`config.mk`:
```
export PLATFORM = sky130hd
export DESIGN_NAME = pcie_multigen_scrambler
export DESIGN_NICKNAME = d
export VERILOG_FILES = /design/src/rtl/pcie_scr_pkg.sv /design/src/rtl/pcie_lfsr_byte_step.sv /design/src/rtl/pcie_multigen_scrambler.sv
export SDC_FILE = /design/constraint.sdc
export NUM_CORES = 1
export LEC_CHECK = 0
export ABC_AREA = 1
export CAP_MARGIN = 20
export CORE_ASPECT_RATIO = 0.7
export CORE_UTILIZATION = 60
export DETAILED_ROUTE_END_ITERATION = 7
export PLACE_DENSITY = 0.87
export SKIP_CTS_REPAIR_TIMING = 1
export SLEW_MARGIN = 40
export SYNTH_ARGS = -nofsm -noshare
export SYNTH_HDL_FRONTEND = slang
export SYNTH_SLANG_ARGS = --single-unit
```
`constraint.sdc`:
```
create_clock -name clk_i -period 10.45 [get_ports clk_i]
set_input_delay 1.045 -clock clk_i [delete_from_list [all_inputs] [get_ports clk_i]]
set_output_delay 1.045 -clock clk_i [all_outputs]
set_load 0.005 [all_outputs]
```
`src/rtl/pcie_scr_pkg.sv`:
```
`default_nettype none
// ============================================================================
// Module   : pcie_scr_pkg
// Desc     : Shared constants, symbol codes and types for the multi-gen scrambler
// Revision : 1.0 - initial release
// ============================================================================
package pcie_scr_pkg;

    localparam logic [15:0] c_g1_seed    = 16'hFFFF;
    localparam logic [15:0] c_g1_taps    = 16'h0039;
    localparam logic [22:0] c_g3_taps    = 23'h210125;

    localparam logic [7:0]  c_com_sym    = 8'hBC;
    localparam logic [7:0]  c_skp_sym    = 8'h1C;
    localparam logic [7:0]  c_g3_skp_sym = 8'hAA;
    localparam logic [7:0]  c_eieos_sym  = 8'h00;

    localparam logic [1:0]  c_sync_data  = 2'b10;
    localparam logic [1:0]  c_sync_os    = 2'b01;

    typedef enum logic [2:0] {
        OS_NONE  = 3'd0,
        OS_DATA  = 3'd1,
        OS_SKP   = 3'd2,
        OS_EIEOS = 3'd3,
        OS_OTHER = 3'd4
    } os_kind_t;

    function automatic logic [22:0] g3_seed(input int lane);
        case (lane)
            0:       return 23'h1DBFBC;
            1:       return 23'h0607BB;
            2:       return 23'h1EC760;
            3:       return 23'h18C0DB;
            4:       return 23'h010F12;
            5:       return 23'h19CFC9;
            6:       return 23'h0277CE;
            7:       return 23'h1BB807;
            default: return 23'h1DBFBC;
        endcase
    endfunction

endpackage
`default_nettype wire

```
`src/rtl/pcie_lfsr_byte_step.sv`:
```
`default_nettype none
// ============================================================================
// Module   : pcie_lfsr_byte_step
// Desc     : Combinational 8-step Galois LFSR advance producing one key byte
// Revision : 1.0 - initial release
// ============================================================================
module pcie_lfsr_byte_step #(
    parameter int           W = 16,
    parameter logic [W-1:0] T = '0
) (
    input  logic [W-1:0] i_lfsr,
    output logic [W-1:0] o_lfsr,
    output logic [7:0]   o_key
);
    import pcie_scr_pkg::*;

    logic [W-1:0] w_s;

    always_comb begin
        w_s   = i_lfsr;
        o_key = 8'h00;
        for (int b = 0; b < 8; b++) begin
            o_key[b] = w_s[W-1];
            w_s      = {w_s[W-2:0], 1'b0} ^ (w_s[W-1] ? T : '0);
        end
        o_lfsr = w_s;
    end

endmodule
`default_nettype wire

```
`src/rtl/pcie_multigen_scrambler.sv`:
```
`default_nettype none
// ============================================================================
// Module   : pcie_multigen_scrambler
// Desc     : One-lane Gen1/2 + Gen3 TX scrambler, BYTES symbols per beat
// Revision : 1.0 - initial release
// ============================================================================
module pcie_multigen_scrambler #(
    parameter int BYTES    = 4,
    parameter int LANE_NUM = 0,
    parameter int GEN3_EN  = 1
) (
    input  logic                 clk_i,
    input  logic                 rst_i,
    input  logic                 gen_sel_i,
    input  logic                 scramble_enable_i,
    input  logic                 valid_i,
    input  logic [BYTES-1:0]     datak_i,
    input  logic [BYTES-1:0]     training_sequence_i,
    input  logic                 block_start_i,
    input  logic [1:0]           sync_hdr_i,
    input  logic [8*BYTES-1:0]   data_i,
    output logic                 valid_o,
    output logic [BYTES-1:0]     datak_o,
    output logic [1:0]           sync_hdr_o,
    output logic                 block_start_o,
    output logic [8*BYTES-1:0]   data_o,
    output logic                 blk_err_o
);
    import pcie_scr_pkg::*;

    localparam int              BEATS       = 16 / BYTES;
    localparam int              CW          = $clog2(BEATS);
    localparam logic [CW-1:0]   c_last_beat = CW'(BEATS - 1);
    localparam logic [22:0]     c_seed3     = g3_seed(LANE_NUM);

    logic               r_gen_q;
    logic [15:0]        r_lfsr1;
    logic [22:0]        r_lfsr3;
    logic [CW-1:0]      r_beat_cnt;
    os_kind_t           r_os_kind;

    logic               w_gen, w_err, w_last, w_g3_adv, w_g3_scr, w_eieos_reseed;
    os_kind_t           w_kind, w_os_next;
    logic [CW-1:0]      w_cnt_next;
    logic [15:0]        w_g1_state [BYTES+1];
    logic [22:0]        w_g3_state [BYTES+1];
    logic [8*BYTES-1:0] w_g1_data, w_g3_data;

    assign w_gen = (GEN3_EN != 0) && gen_sel_i;

    // Gen1/2 byte chain: COM reseeds for the following byte, SKP holds the state
    assign w_g1_state[0] = r_lfsr1;
    for (genvar b = 0; b < BYTES; b++) begin : g_g1_byte
        logic [15:0] w_next;
        logic [7:0]  w_key, w_sym;
        logic        w_com, w_skp, w_bypass;

        assign w_sym    = data_i[8*b +: 8];
        assign w_com    = datak_i[b] && (w_sym == c_com_sym);
        assign w_skp    = datak_i[b] && (w_sym == c_skp_sym);
        assign w_bypass = datak_i[b] || training_sequence_i[b] || !scramble_enable_i;

        pcie_lfsr_byte_step #(.W(16), .T(c_g1_taps)) u_step (
            .i_lfsr (w_g1_state[b]),
            .o_lfsr (w_next),
            .o_key  (w_key)
        );

        assign w_g1_state[b+1]     = w_com ? c_g1_seed : (w_skp ? w_g1_state[b] : w_next);
        assign w_g1_data[8*b +: 8] = w_bypass ? w_sym : (w_sym ^ w_key);
    end

    // Block classification; a misplaced start is still honoured as a start
    always_comb begin
        w_err      = 1'b0;
        w_kind     = r_os_kind;
        w_os_next  = r_os_kind;
        w_cnt_next = r_beat_cnt;
        if (block_start_i) begin
            if (sync_hdr_i == c_sync_data) begin
                w_kind = OS_DATA;
            end else if (sync_hdr_i == c_sync_os) begin
                if (data_i[7:0] == c_g3_skp_sym)      w_kind = OS_SKP;
                else if (data_i[7:0] == c_eieos_sym)  w_kind = OS_EIEOS;
                else                                  w_kind = OS_OTHER;
            end else begin
                w_kind = OS_NONE;
                w_err  = 1'b1;
            end
            if (r_beat_cnt != '0) w_err = 1'b1;
            w_os_next  = w_kind;
            w_cnt_next = CW'(1);
        end else if (r_beat_cnt == '0) begin
            w_kind = OS_NONE;
            w_err  = 1'b1;
        end else begin
            w_cnt_next = (r_beat_cnt == c_last_beat) ? '0 : r_beat_cnt + 1'b1;
        end
    end

    assign w_last         = !block_start_i && (r_beat_cnt == c_last_beat);
    assign w_eieos_reseed = (w_kind == OS_EIEOS) && w_last;
    assign w_g3_adv       = (w_kind == OS_DATA) || (w_kind == OS_EIEOS) || (w_kind == OS_OTHER);
    assign w_g3_scr       = (w_kind == OS_DATA) && scramble_enable_i;

    assign w_g3_state[0] = r_lfsr3;
    if (GEN3_EN != 0) begin : g_gen3
        for (genvar b = 0; b < BYTES; b++) begin : g_g3_byte
            logic [22:0] w_next;
            logic [7:0]  w_key;

            pcie_lfsr_byte_step #(.W(23), .T(c_g3_taps)) u_step (
                .i_lfsr (w_g3_state[b]),
                .o_lfsr (w_next),
                .o_key  (w_key)
            );

            assign w_g3_state[b+1]     = w_g3_adv ? w_next : w_g3_state[b];
            assign w_g3_data[8*b +: 8] = data_i[8*b +: 8] ^ (w_g3_scr ? w_key : 8'h00);
        end
    end else begin : g_no_gen3
        for (genvar b = 0; b < BYTES; b++) begin : g_g3_byte
            assign w_g3_state[b+1] = w_g3_state[b];
        end
        assign w_g3_data = data_i;
    end

    always_ff @(posedge clk_i or posedge rst_i) begin
        if (rst_i) begin
            r_gen_q       <= 1'b0;
            r_lfsr1       <= c_g1_seed;
            r_lfsr3       <= c_seed3;
            r_beat_cnt    <= '0;
            r_os_kind     <= OS_NONE;
            valid_o       <= 1'b0;
            datak_o       <= '0;
            sync_hdr_o    <= 2'b00;
            block_start_o <= 1'b0;
            data_o        <= '0;
            blk_err_o     <= 1'b0;
        end else begin
            r_gen_q       <= w_gen;
            valid_o       <= valid_i;
            datak_o       <= datak_i;
            sync_hdr_o    <= sync_hdr_i;
            block_start_o <= block_start_i;
            blk_err_o     <= 1'b0;
            if (valid_i) data_o <= w_gen ? w_g3_data : w_g1_data;
            if (w_gen != r_gen_q) begin
                r_lfsr1    <= c_g1_seed;
                r_lfsr3    <= c_seed3;
                r_beat_cnt <= '0;
                r_os_kind  <= OS_NONE;
            end else if (valid_i) begin
                if (w_gen) begin
                    r_lfsr3    <= w_eieos_reseed ? c_seed3 : w_g3_state[BYTES];
                    r_beat_cnt <= w_cnt_next;
                    r_os_kind  <= w_os_next;
                    blk_err_o  <= w_err;
                end else begin
                    r_lfsr1    <= w_g1_state[BYTES];
                end
            end
        end
    end

endmodule
`default_nettype wire

```
After elaboration in Yosys (flattened, before gate mapping)
Index checks and enable logic that the tools add are counted.
Storage, ports and cells
  logic and storage cells: 251
  bits in registers: 86
Operators by class
  equality and inequality tests: 18
  reductions and logical operators: 33
  bitwise operators: 72
  add/subtract/negate cells: 1
  mux-type cells: 116
Operators with widths (count)
  $xor A23 B23 Y23: 32
  $mux W22: 32
  $xor A16 B16 Y16: 32
  $mux W6: 32
  $mux W23: 8
  $mux W16: 11
  $mux W8: 8
  $xor A8 B8 Y8: 8
  $eq A8 B8 Y1 const B: 5
  $eq A8 B5 Y1 const B: 4
  $mux W32: 1
  $mux W3: 10
  $mux W2: 6
  $logic_and A1 B1 Y1: 11
  $logic_or A1 B1 Y1: 10
  $logic_not A8 Y1: 1
  $mux W1: 8
  $reduce_bool A2 Y1: 4
  $reduce_and A3 Y1: 2
  $eq A2 B2 Y1 const B: 2
  $reduce_and A2 Y1: 2
  $eq A3 B1 Y1 const B: 1
  $eq A3 B2 Y1 const B: 1
  $eq A3 B3 Y1 const B: 1
  other kinds (7): 8

Depth between registers and ports, before layout
  depth in word-level cells: 75
  mapped depth: 39
  mapped depth without buffers: 38

By module
From an unflattened synthesis, not the netlist that was laid out.
Second synthesis, totals
  cells, all modules: 2041
  area, all modules: 11639.9 um^2
Modules (own cells, without submodules)
  pcie_multigen_scrambler: area an instance 6700.2 um^2, instances 1, cells an instance 1133
  pcie_lfsr_byte_step (g_gen3.g_g3_byte[0].u_step ...): area an instance 686.9 um^2, instances 4, cells an instance 111
  pcie_lfsr_byte_step (g_g1_byte[0].u_step ...): area an instance 548.0 um^2, instances 4, cells an instance 116

Least setup slack after synthesis
OpenSTA, ideal clock, no wires.
  path kind: input -> register
  from: input port sync_hdr_i[0]
  to: register r_lfsr3[17]
  arrival: 4.209 ns
  slack: 6.124 ns
  required time: 10.333 ns
  library setup time: 0.117 ns
  buffers on the path: 1
  stages on the path: 33
  cell sequence: inv_1 ha_1 nor2_1 nand4_2 nand2_1 nand3_4 nand2_4 buf_6 nand2_1 nand2_2 nand2_1 nand2_2 nand2_2 nand2_4 nand2_2 nand3_1 nand3_2 nand3_2 nand2_4 nand2_2 nand3_2 nand2_4 nand2_2 nand3_4 nand3_2 nand3_2 nand3b_4 nand2_4 nand2_1 nand2_1 nand2_1 nand3_1 nand2_1
On the way
  cells in the longest elaborated chain, start to end: 51
  elaborated cells between the ends (all ways): 63
  those cells by class: eq/ne: 5; mux: 31; bitwise: 24; reduce/logical: 3
Ends and longest elaborated chain
  start: declaration: RTL line pcie_multigen_scrambler.sv:20  | input logic [1:0] sync_hdr_i,
  $eq A2 B1 Y1: RTL line pcie_multigen_scrambler.sv:82  | end else if (sync_hdr_i == c_sync_os) begin
  $mux W3: RTL line pcie_multigen_scrambler.sv:82
  $mux W3 (*): RTL line pcie_multigen_scrambler.sv:80  | if (sync_hdr_i == c_sync_data) begin
  $mux W3 (*): RTL line pcie_multigen_scrambler.sv:79  | if (block_start_i) begin
  $eq A3 B1 Y1 or $eq A3 B2 Y1 (tied branches): RTL line pcie_multigen_scrambler.sv:103, pcie_multigen_scrambler.sv:102
  $logic_or A1 B1 Y1 (2 in a row): RTL line pcie_multigen_scrambler.sv:103  | assign w_g3_adv = (w_kind == OS_DATA) || (w_kind == OS_EIEOS) || (w_kind == OS_OTHER);
  $mux W23: RTL line pcie_multigen_scrambler.sv:118  | assign w_g3_state[b+1] = w_g3_adv ? w_next : w_g3_state[b];
  $mux W22: RTL line pcie_lfsr_byte_step.sv:24  | w_s = {w_s[W-2:0], 1'b0} ^ (w_s[W-1] ? T : '0);
  (+32 left out)
  $xor A23 B23 Y23 (2 in a row): RTL line pcie_lfsr_byte_step.sv:24
  $mux W22: RTL line pcie_lfsr_byte_step.sv:24
  $xor A23 B23 Y23 (2 in a row): RTL line pcie_lfsr_byte_step.sv:24
  $mux W23: RTL line pcie_multigen_scrambler.sv:118
  $mux W23 (*): RTL line pcie_multigen_scrambler.sv:156  | r_lfsr3 <= w_eieos_reseed ? c_seed3 : w_g3_state[BYTES];
  $mux W23 (*): RTL line pcie_multigen_scrambler.sv:155  | if (w_gen) begin
  $mux W23 (*): RTL line pcie_multigen_scrambler.sv:154  | end else if (valid_i) begin
  $mux W23 (*): RTL line pcie_multigen_scrambler.sv:149  | if (w_gen != r_gen_q) begin
  end signal: assignment: RTL line pcie_multigen_scrambler.sv:132  | r_lfsr3 <= c_seed3;
  end signal: assignment: RTL line pcie_multigen_scrambler.sv:151  | r_lfsr3 <= c_seed3;
  end signal: assignment: RTL line pcie_multigen_scrambler.sv:156
  end: declaration: RTL line pcie_multigen_scrambler.sv:38  | logic [22:0] r_lfsr3;
Every way passes the cells marked *; elsewhere a longest branch is shown, timed or not. The select of a mux whose other input is x is not followed.
A chain may end at the register's enable or synchronous reset.

Worst setup path after layout
  from: input port sync_hdr_i[0]
  to: register r_lfsr3[9]
Same word-level chain as after synthesis.

==> key figures <==
Worst setup path
  • Register-to-register setup slack: between 5 and 6 ns
  • Highest-delay cell along the critical path: sky130_fd_sc_hd__nand2_4
  • Crit path kind: in2reg
  • Max Fanout on Critical Path: between 60 and 70
  • Most prevalent standard cell on the critical path: sky130_fd_sc_hd__nand2_1
  • Crit path required time: around 11 ns
  • Worst setup SP type: input pin
  • FF-to-FF path depth: 31
  • Arrival time worst endpoint: approximately 6.5 ns
  • Largest stage delay, worst path: 0.60 ns
  • Worst Setup End Kind: flip-flop

Yosys
  • Primary flip-flop cell chosen by synthesis mapping: sky130_fd_sc_hd__dfrtp_1
  • Area fraction of the dominant cell type after synthesis: 15.26%
  • Cells after synthesis: 1264
  • Fraction of registers with async set/reset: 100.0%
  • Post-Syn Area per Cell: 7.006 um2
  • Number of warnings printed during yosys synthesis: 0
  • Count of flip-flops with a built-in enable after synthesis: 0
  • Register bit total from synthesis: 86
  • Syn Std Cell Area: slightly below 9000 um2
  • Share of synthesized area occupied by flip-flops and latches: between 20% and 30%
  • Library cell with the largest summed area after synthesis: sky130_fd_sc_hd__dfrtp_1
  • Number of distinct library cells after synthesis: 56
  • Net Count, Synth: 1318
  • Leading post-synthesis cells by cell area: sky130_fd_sc_hd__dfrtp_1, sky130_fd_sc_hd__nand2_1, sky130_fd_sc_hd__xor2_1

Route
  • Number of remaining DRC errors: 0
  • Drt total wl: 29950 um
  • Routed WL per cell: 19.69 um
  • Total number of vias: 9076
  • Starting DRC count in detailed routing: around 1200
  • Antenna-violating nets left: 0
  • Ratio of routed vias to standard cells: 5.967
  • Number of optimization iterations in the first detailed-route pass: 6

GRT
  • Antenna violations before repair: 0
  • Pin count of the biggest net entering global routing: between 60 and 70
  • Overflow left after global routing: 0
  • Via count of the first global-routing pass: 8269
  • First-pass GRT wire length: 46130 um
  • GRT Resource Usage Total: 39.64%

Clock network
  • Number of sinks on the clock net: 86
  • Clock transition time at the flip-flop clock pins of the worst setup and hold paths: approximately 0.08 ns
  • Number of buffers on the longest clock path: 2
  • CTS Root Buffer Type: sky130_fd_sc_hd__clkbuf_16
  • Clock tree from TritonCTS: yes
  • Later-pin clock latency in the skew report: around 0.37 ns
  • Count of H-tree levels built during CTS: 3
  • TritonCTS Buffers: 9

Cells and area
  • Layout cell share with drive strength beyond 1: 16.00%
  • Area added between synthesis and finish: 15.03%
  • Final net count: ~1400
  • Diodes inserted: 0

Floorplanning
  • Effective utilization at floorplan: between 60% and 70%
  • X dimension of the die: around 150 um
  • Number of top-level pins: 89
  • Vertical extent of the die: 103.6 um
  • Area enclosed by the die boundary: about 15000 um2
  • Placeable core area: approximately 14000 um2
  • Number of cell rows: 36

Timing
  • Number of hold violations in the final report: 0
  • Total Neg Setup Slack: 0 ns
  • Minimum clock period after layout: 6.182 ns
  • Remaining max-slew budget at the tightest pin: 41.23%
  • Worst setup margin: 4.268 ns
  • Final setup violation count: 0
  • Final Max Slew Viols: 0
  • Worst setup skew after layout: 0.02265 ns
  • Share of the clock period used by the worst path after layout: 59.16%
  • Max Clock Freq: 161.8 MHz
  • Unrepaired setup endpoints after global routing: false
  • Transition time of the tightest slew-check pin: 0.8748 ns
  • Fin Hold WS: 0.4833 ns

Outcome
  • Status: finished, final reports clean

Worst hold path
  • Class of the tightest hold or removal check: reg2reg
  • WHS Path Cells: 2

Flow run
  • Number of maximum-capacitance violations: 0

Place
  • Buffers on Ports: 88
  • Placed wire-length estimate: 23000 um
  • Setup Slack @ Placement: 4.118 ns
  • Global placer's final weighted congestion: 0.9908
==> registers in the layout, summed over array words and instances, names as in the netlist <==
| register | flops |
|---|---|
| data_o | 32 |
| r_lfsr3 | 23 |
| r_lfsr1 | 16 |
| datak_o | 4 |
| r_os_kind | 3 |
| r_beat_cnt | 2 |
| sync_hdr_o | 2 |
| blk_err_o | 1 |
| block_start_o | 1 |
| r_gen_q | 1 |
| valid_o | 1 |
==> per-layer routing <==
| metal | track usage, % | vias up | wire length [um] |
|---|---|---|---|
| met5 | 0 | - | 0 |
| met4 | 11.56 | 0 | 746 |
| met3 | 13.48 | 68 | 4231 |
| met2 | 54.08 | 586 | 12010 |
| met1 | 58.21 | 4180 | 12970 |
| li1 | - | 4242 | - |
==> critical path: cells and delay by family <==
family,cells,cell delay (ns)
AOI/OAI and AO/OA,1,0.17
and+or+nand+nor,26,3.77
adders and majority gates,1,0.23
buffers and inverters,6,1.18
==> stage by stage <==
step / instances / utilization, % / instance area (um2)
2_1_floorplan: 1264 / - / 8856
3_3_place_gp: 1503 / 69.48 / 9827
3_5_place_dp: 1504 / 69.71 / 9859
4_1_cts: 1520 / 71.95 / 10180
5_1_grt: 1521 / 72.03 / 10190
6_report: 1521 / 72.03 / 10190
==> final cells by class <==
class | count | area, um2
multi-input cells | 973 | 5897
fillers | 1201 | 3956
flip-flops and latches | 86 | 2192
repair buffers | 96 | 939.7
inverters | 160 | 604.3
clock buffers | 10 | 239.0
well taps | 190 | 237.7
clock inverters | 6 | 77.57
==> placed cells by master (no fill, tap or decap), types with 30 or more instances in the layout <==
| cell type | n |
|---|---|
| sky130_fd_sc_hd__dfrtp_1 | 54 |
| sky130_fd_sc_hd__dfstp_2 | 32 |
| sky130_fd_sc_hd__xor2_1 | 104 |
| sky130_fd_sc_hd__nand2_2 | 46 |
| sky130_fd_sc_hd__inv_2 | 30 |
| sky130_fd_sc_hd__inv_1 | 123 |
| sky130_fd_sc_hd__nand2_1 | 282 |
| sky130_fd_sc_hd__o21ai_0 | 89 |
| sky130_fd_sc_hd__clkdlybuf4s50_1 | 88 |
| sky130_fd_sc_hd__a21oi_1 | 46 |
| sky130_fd_sc_hd__nor2_1 | 59 |
| sky130_fd_sc_hd__xnor2_1 | 57 |
| sky130_fd_sc_hd__nand3_1 | 87 |
==> final timing paths <==
path	from	to
worst max-delay path	sync_hdr_i[0]	r_lfsr3[9]$_DFFE_PP1P_
worst min-delay path	r_lfsr1[5]$_DFFE_PP1P_	r_lfsr1[5]$_DFFE_PP1P_
worst max register to register	r_beat_cnt[0]$_DFFE_PP0P_	r_lfsr3[9]$_DFFE_PP1P_
worst min register to register	r_lfsr1[5]$_DFFE_PP1P_	r_lfsr1[5]$_DFFE_PP1P_
max in group asynchronous	rst_i	data_o[20]$_DFFE_PP0P_
min in group asynchronous	rst_i	data_o[0]$_DFFE_PP0P_
==> cell usage after synthesis, drive strengths merged, types with 6 or more instances <==
cell type / count
clkbuf: 31
nand2: 352
ha: 6
a21oi: 47
buf: 14
nand3b: 6
o211ai: 12
a32oi: 14
or2: 12
inv: 155
nor2: 61
nand3: 120
nor3: 12
nand4: 8
o22ai: 24
xnor2: 57
dfstp: 32
dfrtp: 54
o21ai: 102
xor2: 107
==> cell families after synthesis <==
kind of cell    count (synthesis)  share of synthesized area (%)
compound gates                225                          14.98
flops                          86                          24.75
fa+ha+maj                       6                         0.8477
buf+inv                       205                          9.127
simple gates                  578                          33.70
xor+xnor                      164                          16.60
Power is not shown: default switching activity piles up to over one toggle a cycle in this logic, so the estimate is an artifact.
